**config.mk**
```make
export PLATFORM = sky130hd
export DESIGN_NAME = spectrum_frame_ctrl
export DESIGN_NICKNAME = d
export VERILOG_FILES = /design/src/rtl/spectrum_pkg.sv /design/src/rtl/spectrum_wr_delay.sv /design/src/rtl/spectrum_frame_ctrl.sv
export SDC_FILE = /design/constraint.sdc
export NUM_CORES = 1
export LEC_CHECK = 0
export CORE_MARGIN = 4
export CORE_UTILIZATION = 56
export CTS_CLUSTER_SIZE = 8
export DETAILED_ROUTE_END_ITERATION = 7
export PLACE_DENSITY = 0.79
export SYNTH_ARGS = -nofsm -noshare
export SYNTH_HDL_FRONTEND = slang
export SYNTH_SLANG_ARGS = --single-unit
```
**constraint.sdc**
```tcl
create_clock -name clk -period 3.2 [get_ports clk]
set_clock_uncertainty 0.15 [all_clocks]
set_input_delay 0.48 -clock clk [delete_from_list [all_inputs] [get_ports clk]]
set_output_delay 0.48 -clock clk [all_outputs]
set_load 0.01 [all_outputs]
```
**src/rtl/spectrum_pkg.sv**
```systemverilog
`default_nettype none
// ============================================================================
// Module      : spectrum_pkg
// Description : Shared constants, state encoding and config opcodes for the
//               spectrum display FFT sequencer.
// Revision    : 1.0 - initial release
// ============================================================================
package spectrum_pkg;

  localparam int FFT_LEN   = 1024;  // FFT points per frame
  localparam int BIN_W     = 10;    // log2(FFT_LEN)
  localparam int ADDR_W    = 9;     // spectrum RAM address width
  localparam int FRAME_MAX = 44;    // frame index wraps FRAME_MAX -> 0
  localparam int TIMEOUT   = 4096;  // cycles allowed before first output beat
  localparam int FRAME_W   = 6;
  localparam int DECIM_W   = 4;
  localparam int WR_DELAY  = 2;     // lower-path data pipeline depth

  localparam logic CFG_FFT  = 1'b1;
  localparam logic CFG_IFFT = 1'b0;

  localparam logic [2:0] S_IDLE   = 3'd0;
  localparam logic [2:0] S_CFG_F  = 3'd1;
  localparam logic [2:0] S_WAIT_F = 3'd2;
  localparam logic [2:0] S_STRM_F = 3'd3;
  localparam logic [2:0] S_CFG_I  = 3'd4;
  localparam logic [2:0] S_WAIT_I = 3'd5;
  localparam logic [2:0] S_STRM_I = 3'd6;
  localparam logic [2:0] S_DONE   = 3'd7;

  typedef enum logic [2:0] {
    ST_IDLE   = S_IDLE,
    ST_CFG_F  = S_CFG_F,
    ST_WAIT_F = S_WAIT_F,
    ST_STRM_F = S_STRM_F,
    ST_CFG_I  = S_CFG_I,
    ST_WAIT_I = S_WAIT_I,
    ST_STRM_I = S_STRM_I,
    ST_DONE   = S_DONE
  } state_t;

endpackage
`default_nettype wire

```
**src/rtl/spectrum_wr_delay.sv**
```systemverilog
`default_nettype none
// ============================================================================
// Module      : spectrum_wr_delay
// Description : N-stage {enable, address} delay line that keeps the lower
//               spectrum RAM write strobe aligned with its data pipeline.
// Revision    : 1.0 - initial release
// ============================================================================
module spectrum_wr_delay
  import spectrum_pkg::*;
#(
  parameter int STAGES = WR_DELAY,
  parameter int DATA_W = ADDR_W
) (
  input  logic              clk,
  input  logic              rst,
  input  logic              i_en,
  input  logic [DATA_W-1:0] i_addr,
  output logic              o_en,
  output logic [DATA_W-1:0] o_addr
);

  logic [STAGES-1:0] en_q;
  logic [DATA_W-1:0] addr_q [STAGES];

  // Shift register; free-running so it drains regardless of the sequencer state
  always_ff @(posedge clk or posedge rst) begin
    if (rst) begin
      en_q <= '0;
      for (int i = 0; i < STAGES; i++) begin
        addr_q[i] <= '0;
      end
    end else begin
      en_q[0]   <= i_en;
      addr_q[0] <= i_addr;
      for (int i = 1; i < STAGES; i++) begin
        en_q[i]   <= en_q[i-1];
        addr_q[i] <= addr_q[i-1];
      end
    end
  end

  assign o_en   = en_q[STAGES-1];
  assign o_addr = addr_q[STAGES-1];

endmodule
`default_nettype wire

```
**src/rtl/spectrum_frame_ctrl.sv**
```systemverilog
`default_nettype none
// ============================================================================
// Module      : spectrum_frame_ctrl
// Description : Per-frame FFT/IFFT sequencer for the spectrum display path:
//               issues config beats, counts output beats, drives the two
//               spectrum RAM write ports, applies decimation/freeze and keeps
//               the written-frame index.
// Revision    : 1.0 - initial release
// ============================================================================
module spectrum_frame_ctrl
  import spectrum_pkg::*;
(
  input  logic               clk,
  input  logic               rst,
  input  logic               frame_req,
  input  logic               ifft_en,
  input  logic [DECIM_W-1:0] decim,
  input  logic               freeze,
  output logic               cfg_tvalid,
  output logic               cfg_tdata,
  input  logic               cfg_tready,
  input  logic               xk_tvalid,
  input  logic               xk_tlast,
  output logic               wr_en_ram1,
  output logic [ADDR_W-1:0]  wr_addr_ram1,
  output logic               wr_en_ram2,
  output logic [ADDR_W-1:0]  wr_addr_ram2,
  output logic [FRAME_W-1:0] frame_cnt,
  output logic               busy,
  output logic               frame_done,
  output logic               err
);

  localparam int TMO_W = $clog2(TIMEOUT);

  localparam logic [BIN_W-1:0]   LAST_BEAT    = BIN_W'(FFT_LEN - 1);
  localparam logic [BIN_W-1:0]   LAST_WR_BEAT = BIN_W'(1 << ADDR_W);
  localparam logic [BIN_W-1:0]   BEAT_ONE     = BIN_W'(1);
  localparam logic [TMO_W-1:0]   TMO_LAST     = TMO_W'(TIMEOUT - 1);
  localparam logic [TMO_W-1:0]   TMO_ONE      = TMO_W'(1);
  localparam logic [FRAME_W-1:0] FRAME_LAST   = FRAME_W'(FRAME_MAX);
  localparam logic [FRAME_W-1:0] FRAME_ONE    = FRAME_W'(1);
  localparam logic [DECIM_W-1:0] DECIM_ONE    = DECIM_W'(1);

  state_t             state_q, state_d;
  logic [BIN_W-1:0]   beat_q, beat_d;          // index of the next expected beat
  logic [TMO_W-1:0]   tmo_q, tmo_d;
  logic               ifft_q, ifft_d;          // IFFT pass requested for this frame
  logic               wr_frame_q, wr_frame_d;  // this frame updates the display
  logic               err_seen_q, err_seen_d;  // frame ended on a length error
  logic [DECIM_W-1:0] decim_lat_q, decim_lat_d;
  logic [DECIM_W-1:0] decim_cnt_q, decim_cnt_d;
  logic [FRAME_W-1:0] frame_cnt_q, frame_cnt_d;
  logic               cfg_tvalid_q, cfg_tvalid_d;
  logic               cfg_tdata_q, cfg_tdata_d;
  logic               wr_en1_q, wr_en1_d;
  logic [ADDR_W-1:0]  wr_addr1_q, wr_addr1_d;
  logic               busy_q, busy_d;
  logic               frame_done_q, frame_done_d;
  logic               err_q, err_d;

  logic at_last_beat;
  logic in_wr_range;

  assign at_last_beat = (beat_q == LAST_BEAT);
  // Bin 0 (DC) and the mirrored upper half are never displayed
  assign in_wr_range  = (beat_q >= BEAT_ONE) && (beat_q <= LAST_WR_BEAT);

  // Next-state and next-output logic for the frame sequencer
  always_comb begin
    state_d     = state_q;
    beat_d      = beat_q;
    tmo_d       = tmo_q;
    ifft_d      = ifft_q;
    wr_frame_d  = wr_frame_q;
    err_seen_d  = err_seen_q;
    decim_lat_d = decim_lat_q;
    decim_cnt_d = decim_cnt_q;
    frame_cnt_d = frame_cnt_q;
    wr_en1_d    = 1'b0;
    wr_addr1_d  = wr_addr1_q;
    err_d       = 1'b0;

    case (state_q)
      ST_IDLE: begin
        if (frame_req) begin
          state_d     = ST_CFG_F;
          ifft_d      = ifft_en;
          wr_frame_d  = !freeze && (decim_cnt_q == '0);
          decim_lat_d = decim;
          err_seen_d  = 1'b0;
          beat_d      = '0;
          tmo_d       = '0;
        end
      end

      ST_CFG_F, ST_CFG_I: begin
        if (cfg_tready) begin
          state_d = (state_q == ST_CFG_F) ? ST_WAIT_F : ST_WAIT_I;
          tmo_d   = '0;
        end
      end

      ST_WAIT_F, ST_WAIT_I: begin
        if (xk_tvalid) begin
          // This beat is bin 0; the next one seen will be bin 1
          state_d = (state_q == ST_WAIT_F) ? ST_STRM_F : ST_STRM_I;
          beat_d  = BEAT_ONE;
          tmo_d   = '0;
        end else if (tmo_q == TMO_LAST) begin
          err_d   = 1'b1;
          state_d = ST_IDLE;
          tmo_d   = '0;
        end else begin
          tmo_d = tmo_q + TMO_ONE;
        end
      end

      ST_STRM_F, ST_STRM_I: begin
        if (xk_tvalid) begin
          if ((state_q == ST_STRM_F) && wr_frame_q && in_wr_range) begin
            wr_en1_d   = 1'b1;
            wr_addr1_d = ADDR_W'(beat_q - BEAT_ONE);
          end
          if (xk_tlast || at_last_beat) begin
            // Either an early tlast or a missing one closes the pass with an error
            if (xk_tlast != at_last_beat) begin
              err_d      = 1'b1;
              err_seen_d = 1'b1;
            end
            beat_d  = '0;
            state_d = ((state_q == ST_STRM_F) && ifft_q) ? ST_CFG_I : ST_DONE;
          end else begin
            beat_d = beat_q + BEAT_ONE;
          end
        end
      end

      ST_DONE: begin
        state_d     = ST_IDLE;
        decim_cnt_d = (decim_cnt_q == decim_lat_q) ? '0 : decim_cnt_q + DECIM_ONE;
        if (wr_frame_q && !err_seen_q) begin
          frame_cnt_d = (frame_cnt_q == FRAME_LAST) ? '0 : frame_cnt_q + FRAME_ONE;
        end
      end

      default: begin
        state_d = ST_IDLE;
      end
    endcase

    cfg_tvalid_d = (state_d == ST_CFG_F) || (state_d == ST_CFG_I);
    cfg_tdata_d  = (state_d == ST_CFG_F) ? CFG_FFT : CFG_IFFT;
    busy_d       = (state_d != ST_IDLE);
    frame_done_d = (state_d == ST_DONE);
  end

  // State, counters and registered outputs
  always_ff @(posedge clk or posedge rst) begin
    if (rst) begin
      state_q      <= ST_IDLE;
      beat_q       <= '0;
      tmo_q        <= '0;
      ifft_q       <= 1'b0;
      wr_frame_q   <= 1'b0;
      err_seen_q   <= 1'b0;
      decim_lat_q  <= '0;
      decim_cnt_q  <= '0;
      frame_cnt_q  <= '0;
      cfg_tvalid_q <= 1'b0;
      cfg_tdata_q  <= 1'b0;
      wr_en1_q     <= 1'b0;
      wr_addr1_q   <= '0;
      busy_q       <= 1'b0;
      frame_done_q <= 1'b0;
      err_q        <= 1'b0;
    end else begin
      state_q      <= state_d;
      beat_q       <= beat_d;
      tmo_q        <= tmo_d;
      ifft_q       <= ifft_d;
      wr_frame_q   <= wr_frame_d;
      err_seen_q   <= err_seen_d;
      decim_lat_q  <= decim_lat_d;
      decim_cnt_q  <= decim_cnt_d;
      frame_cnt_q  <= frame_cnt_d;
      cfg_tvalid_q <= cfg_tvalid_d;
      cfg_tdata_q  <= cfg_tdata_d;
      wr_en1_q     <= wr_en1_d;
      wr_addr1_q   <= wr_addr1_d;
      busy_q       <= busy_d;
      frame_done_q <= frame_done_d;
      err_q        <= err_d;
    end
  end

  spectrum_wr_delay #(
    .STAGES (WR_DELAY),
    .DATA_W (ADDR_W)
  ) u_ram2_delay (
    .clk    (clk),
    .rst    (rst),
    .i_en   (wr_en1_q),
    .i_addr (wr_addr1_q),
    .o_en   (wr_en_ram2),
    .o_addr (wr_addr_ram2)
  );

  assign cfg_tvalid   = cfg_tvalid_q;
  assign cfg_tdata    = cfg_tdata_q;
  assign wr_en_ram1   = wr_en1_q;
  assign wr_addr_ram1 = wr_addr1_q;
  assign frame_cnt    = frame_cnt_q;
  assign busy         = busy_q;
  assign frame_done   = frame_done_q;
  assign err          = err_q;

endmodule
`default_nettype wire

```
==> impl_summary.log <==
INFO  metric viasPerCell = 5.805
INFO  metric worst_pin_slew = 0.7986 ns
INFO  metric groute.usage.overall = 0.2050
INFO  metric finalNetCount = 442
INFO  metric core_area = 0.006794 mm²
INFO  metric cts_post_setup_buffers_inserted = 0
INFO  metric mostFrequentLayoutCell = sky130_fd_sc_hd__dfrtp_1
INFO  metric final_max_slew_viol_count = 0
INFO  metric cpLargestDelayFamily = simple AND/OR/NAND/NOR gates
INFO  metric critical_path.slowest_cell = sky130_fd_sc_hd__dfrtp_1
INFO  metric grt_util_met3 = 0.04512
INFO  metric crit_arrival = 2.92 ns
INFO  metric criticalPathCategory = reg -> reg
INFO  metric die_width = 91.68 µm
INFO  metric cts_tree = built
INFO  metric hold_path_end = u_ram2_delay.o_addr[0]
INFO  metric netlist-cell-type-count = 57
INFO  metric hold_start = u_ram2_delay.addr_q[9]
INFO  metric max_slew_margin = 0.4676
INFO  metric drt.antenna.violating_nets = 0
INFO  metric detailed_place.area = 0.004300 mm²
INFO  metric syn_avg_cell_area = 9.927 µm²
INFO  metric gpl.final_weighted_congestion = 0.8867
INFO  metric worst_setup_hold_path_clk_slew = 0.08 ns
INFO  metric grt_overflow = 0
INFO  metric worst-path-buf-inv = 1
INFO  metric post_cts_resized = 0
INFO  metric mappedNetlistNets = 416
INFO  metric holdBufCountCts = 0
INFO  metric first_global_vias = 2847
INFO  metric timing.critical_path.to_type = flop
INFO  metric layout_min_cycle_time = 2.829 ns
INFO  metric worstSetupStartpointType = flop
INFO  metric critPathMaxFanout = 9
INFO  metric routedWlPerCell = 15.13 µm
INFO  metric floorplan.die.height = 91.68 µm
INFO  metric synth_edf_count = 0
INFO  metric detail_route.iter0.violations = 348
INFO  metric syn_inst = 395
INFO  metric dp.final_hpwl = 5623 µm
INFO  metric grt_first_pass_wirelength = 13810 µm
INFO  metric row_count = 30
INFO  metric cts-htree-levels = 3
INFO  metric top_usage_layer = met2
INFO  metric timing.critical_path.mode_cell = sky130_fd_sc_hd__and4_1
INFO  metric drt_drc_violations_left = 0
INFO  metric io_buffer_count = 42
INFO  metric powerDensity = 817.6 mW/mm²
INFO  metric vdd_ir_drop_max = 0.3890 mV
INFO  metric die-area = 0.008405 mm²
INFO  metric cp.depth = 9
INFO  metric tritoncts_buffer_count = 9
INFO  metric syn_to_final_growth = 14.74%
INFO  metric synth_warnings = 0
INFO  metric clk_root_buffer_cell = sky130_fd_sc_hd__clkbuf_8
INFO  metric unrepaired_setup_endpoints_after_global_routing = no
INFO  metric finalSetupTns = 0 ns
INFO  metric hold_path.class = reg -> reg
INFO  metric ys.flop_type = sky130_fd_sc_hd__dfrtp_1
INFO  metric synth.ff_latch_count = 77
INFO  metric hold_violations = 0
INFO  metric worst_r2r_path_depth = 9
INFO  metric max_cap_viol_count = 0
INFO  metric whs_path_depth = 0
INFO  metric rrSetupSlack = 0.37 ns
INFO  metric grtUsageMet2 = 0.3074
INFO  metric post_synthesis_sequential_area_ratio = 0.4914
INFO  metric drt_pass1_iterations = 5
INFO  metric layout.cells.most_common_list = 77 x sky130_fd_sc_hd__dfrtp_1, 42 x sky130_fd_sc_hd__clkdlybuf4s50_1, 31 x sky130_fd_sc_hd__o21ai_0
INFO  metric timing.rr.start = beat_q[6]
INFO  metric critical_path.reg2reg.endpoint = busy
INFO  metric ios = 43
INFO  metric maxClockFrequency = 353.5 MHz
INFO  metric period_share = 0.8841
INFO  metric async_flop_share = 1.000
INFO  metric grt_start_max_net_pins = 41
INFO  metric drive_gt1_frac = 0.07981
INFO  metric gr-usage-met1 = 0.2900
INFO  metric start_util = 0.5772
INFO  metric detail_route.wirelength = 7897 µm
INFO  metric n_antenna_cell = 0
INFO  metric final_area = 0.004499 mm²
INFO  metric leakage_power_figure = 1.903 nW
INFO  metric report.final.setup_viol = 0
INFO  metric synth.cell_area = 0.003921 mm²
INFO  metric totalPowerFinal = 3.679 mW
INFO  metric cp_data_required_time = 3.29 ns
INFO  metric antenna_violations_before_repair = 0
INFO  metric slowest_delay = 0.51 ns
INFO  metric path_cells = and4_1 > and4_1 > nand3_1 > ha_1 > nand3b_1 > a221oi_1 > o22a_1 > inv_1 > or3_1
INFO  metric max-clock-path-buffers = 2
INFO  metric dr_total_vias = 3030
INFO  metric clkSinkCount = 77
INFO  metric status = finished, final reports clean
INFO  metric worstSkewPairLatency = 0.36 ns
## cell usage after synthesis, drive strengths merged, types with 10 or more instances
cell	count	area, µm²
a21oi	22	113.9
or3	10	62.56
dfrtp	77	1927
o21ai	36	180.2
buf	18	137.6
nand2	19	71.32
nand3	21	105.1
nor2	23	102.6
inv	19	71.32
clkbuf	12	46.29
nor3	13	76.33
## worst max-delay path by stage
stage                          from        end  slack [ns]
after floorplan           beat_q[3]       busy        0.58
after global placement    xk_tvalid  beat_q[6]        0.56
after detailed placement  beat_q[6]       busy        0.42
after CTS                 beat_q[6]       busy        0.38
after global routing      beat_q[6]       busy        0.15
final                     beat_q[6]       busy        0.37
## kinds of logic (layout without fill, tap and decap cells)
kind of cell    count (synthesis)  in the layout  share of synthesized area
simple gates                  139            139                     0.2017
compound gates                 96             96                     0.1512
flops                          77             77                     0.4914
buf+inv                        49             80                    0.06509
xor+xnor                       14             14                    0.03127
mux                            11             11                    0.03063
fa+ha+maj                       9              9                    0.02872
## flip-flops by register name, indices dropped and copies added (netlist names), 2 cells and up
signal and flops:
beat_q 10, tmo_q 12, wr_addr_ram1 9, decim_cnt_q 4, state_q 3, u_ram2_delay.en_q 2, u_ram2_delay.addr_q 9, frame_cnt 6
decim_lat_q 4, u_ram2_delay.o_addr 9
## area by class of cell
cell class / count / area, µm²
sequential: 77 / 1927
clock inverter: 6 / 71.32
tap: 96 / 120.1
multi-input combinational: 269 / 1739
fill: 512 / 2295
inverter: 19 / 71.32
clock buffer: 10 / 127.6
timing repair buffer: 45 / 442.9
## metrics by stage
stage               setup slack [ns]  cells  utilization  hold WS, ns
finish                        0.3708    522       0.6622       0.2018
global route                  0.1514    522       0.6622       0.2094
CTS                           0.3808    522       0.6622       0.2032
detailed placement            0.4225    506       0.6330       0.1847
global placement              0.5638    506       0.6330       0.1811
floorplan                     0.5827    395            -       0.1812
## layer usage
layer	share of wire	vias up	wire [µm]
li1	-	1458	-
met1	0.46	1457	3651
met2	0.46	105	3632
met3	0.062	10	492
met4	0.015	0	120
met5	0	-	0
## worst reg2reg max path, cell delays in order (launching register included)
cell and delay (ns):
sky130_fd_sc_hd__dfrtp_1 0.51, sky130_fd_sc_hd__and4_1 0.28, sky130_fd_sc_hd__and4_1 0.27, sky130_fd_sc_hd__nand3_1 0.12, sky130_fd_sc_hd__ha_1 0.31, sky130_fd_sc_hd__nand3b_1 0.22, sky130_fd_sc_hd__a221oi_1 0.28, sky130_fd_sc_hd__o22a_1 0.23
sky130_fd_sc_hd__inv_1 0.07, sky130_fd_sc_hd__or3_1 0.30
## power by group
part	leakage [nW]	switching [mW]	internal (mW)	total, mW
clock	0.0931	0.376	0.366	0.741
sequential	1.01	0.273	1.24	1.51
combinational	0.804	0.766	0.660	1.43
Power figures use the tool's default switching activity.
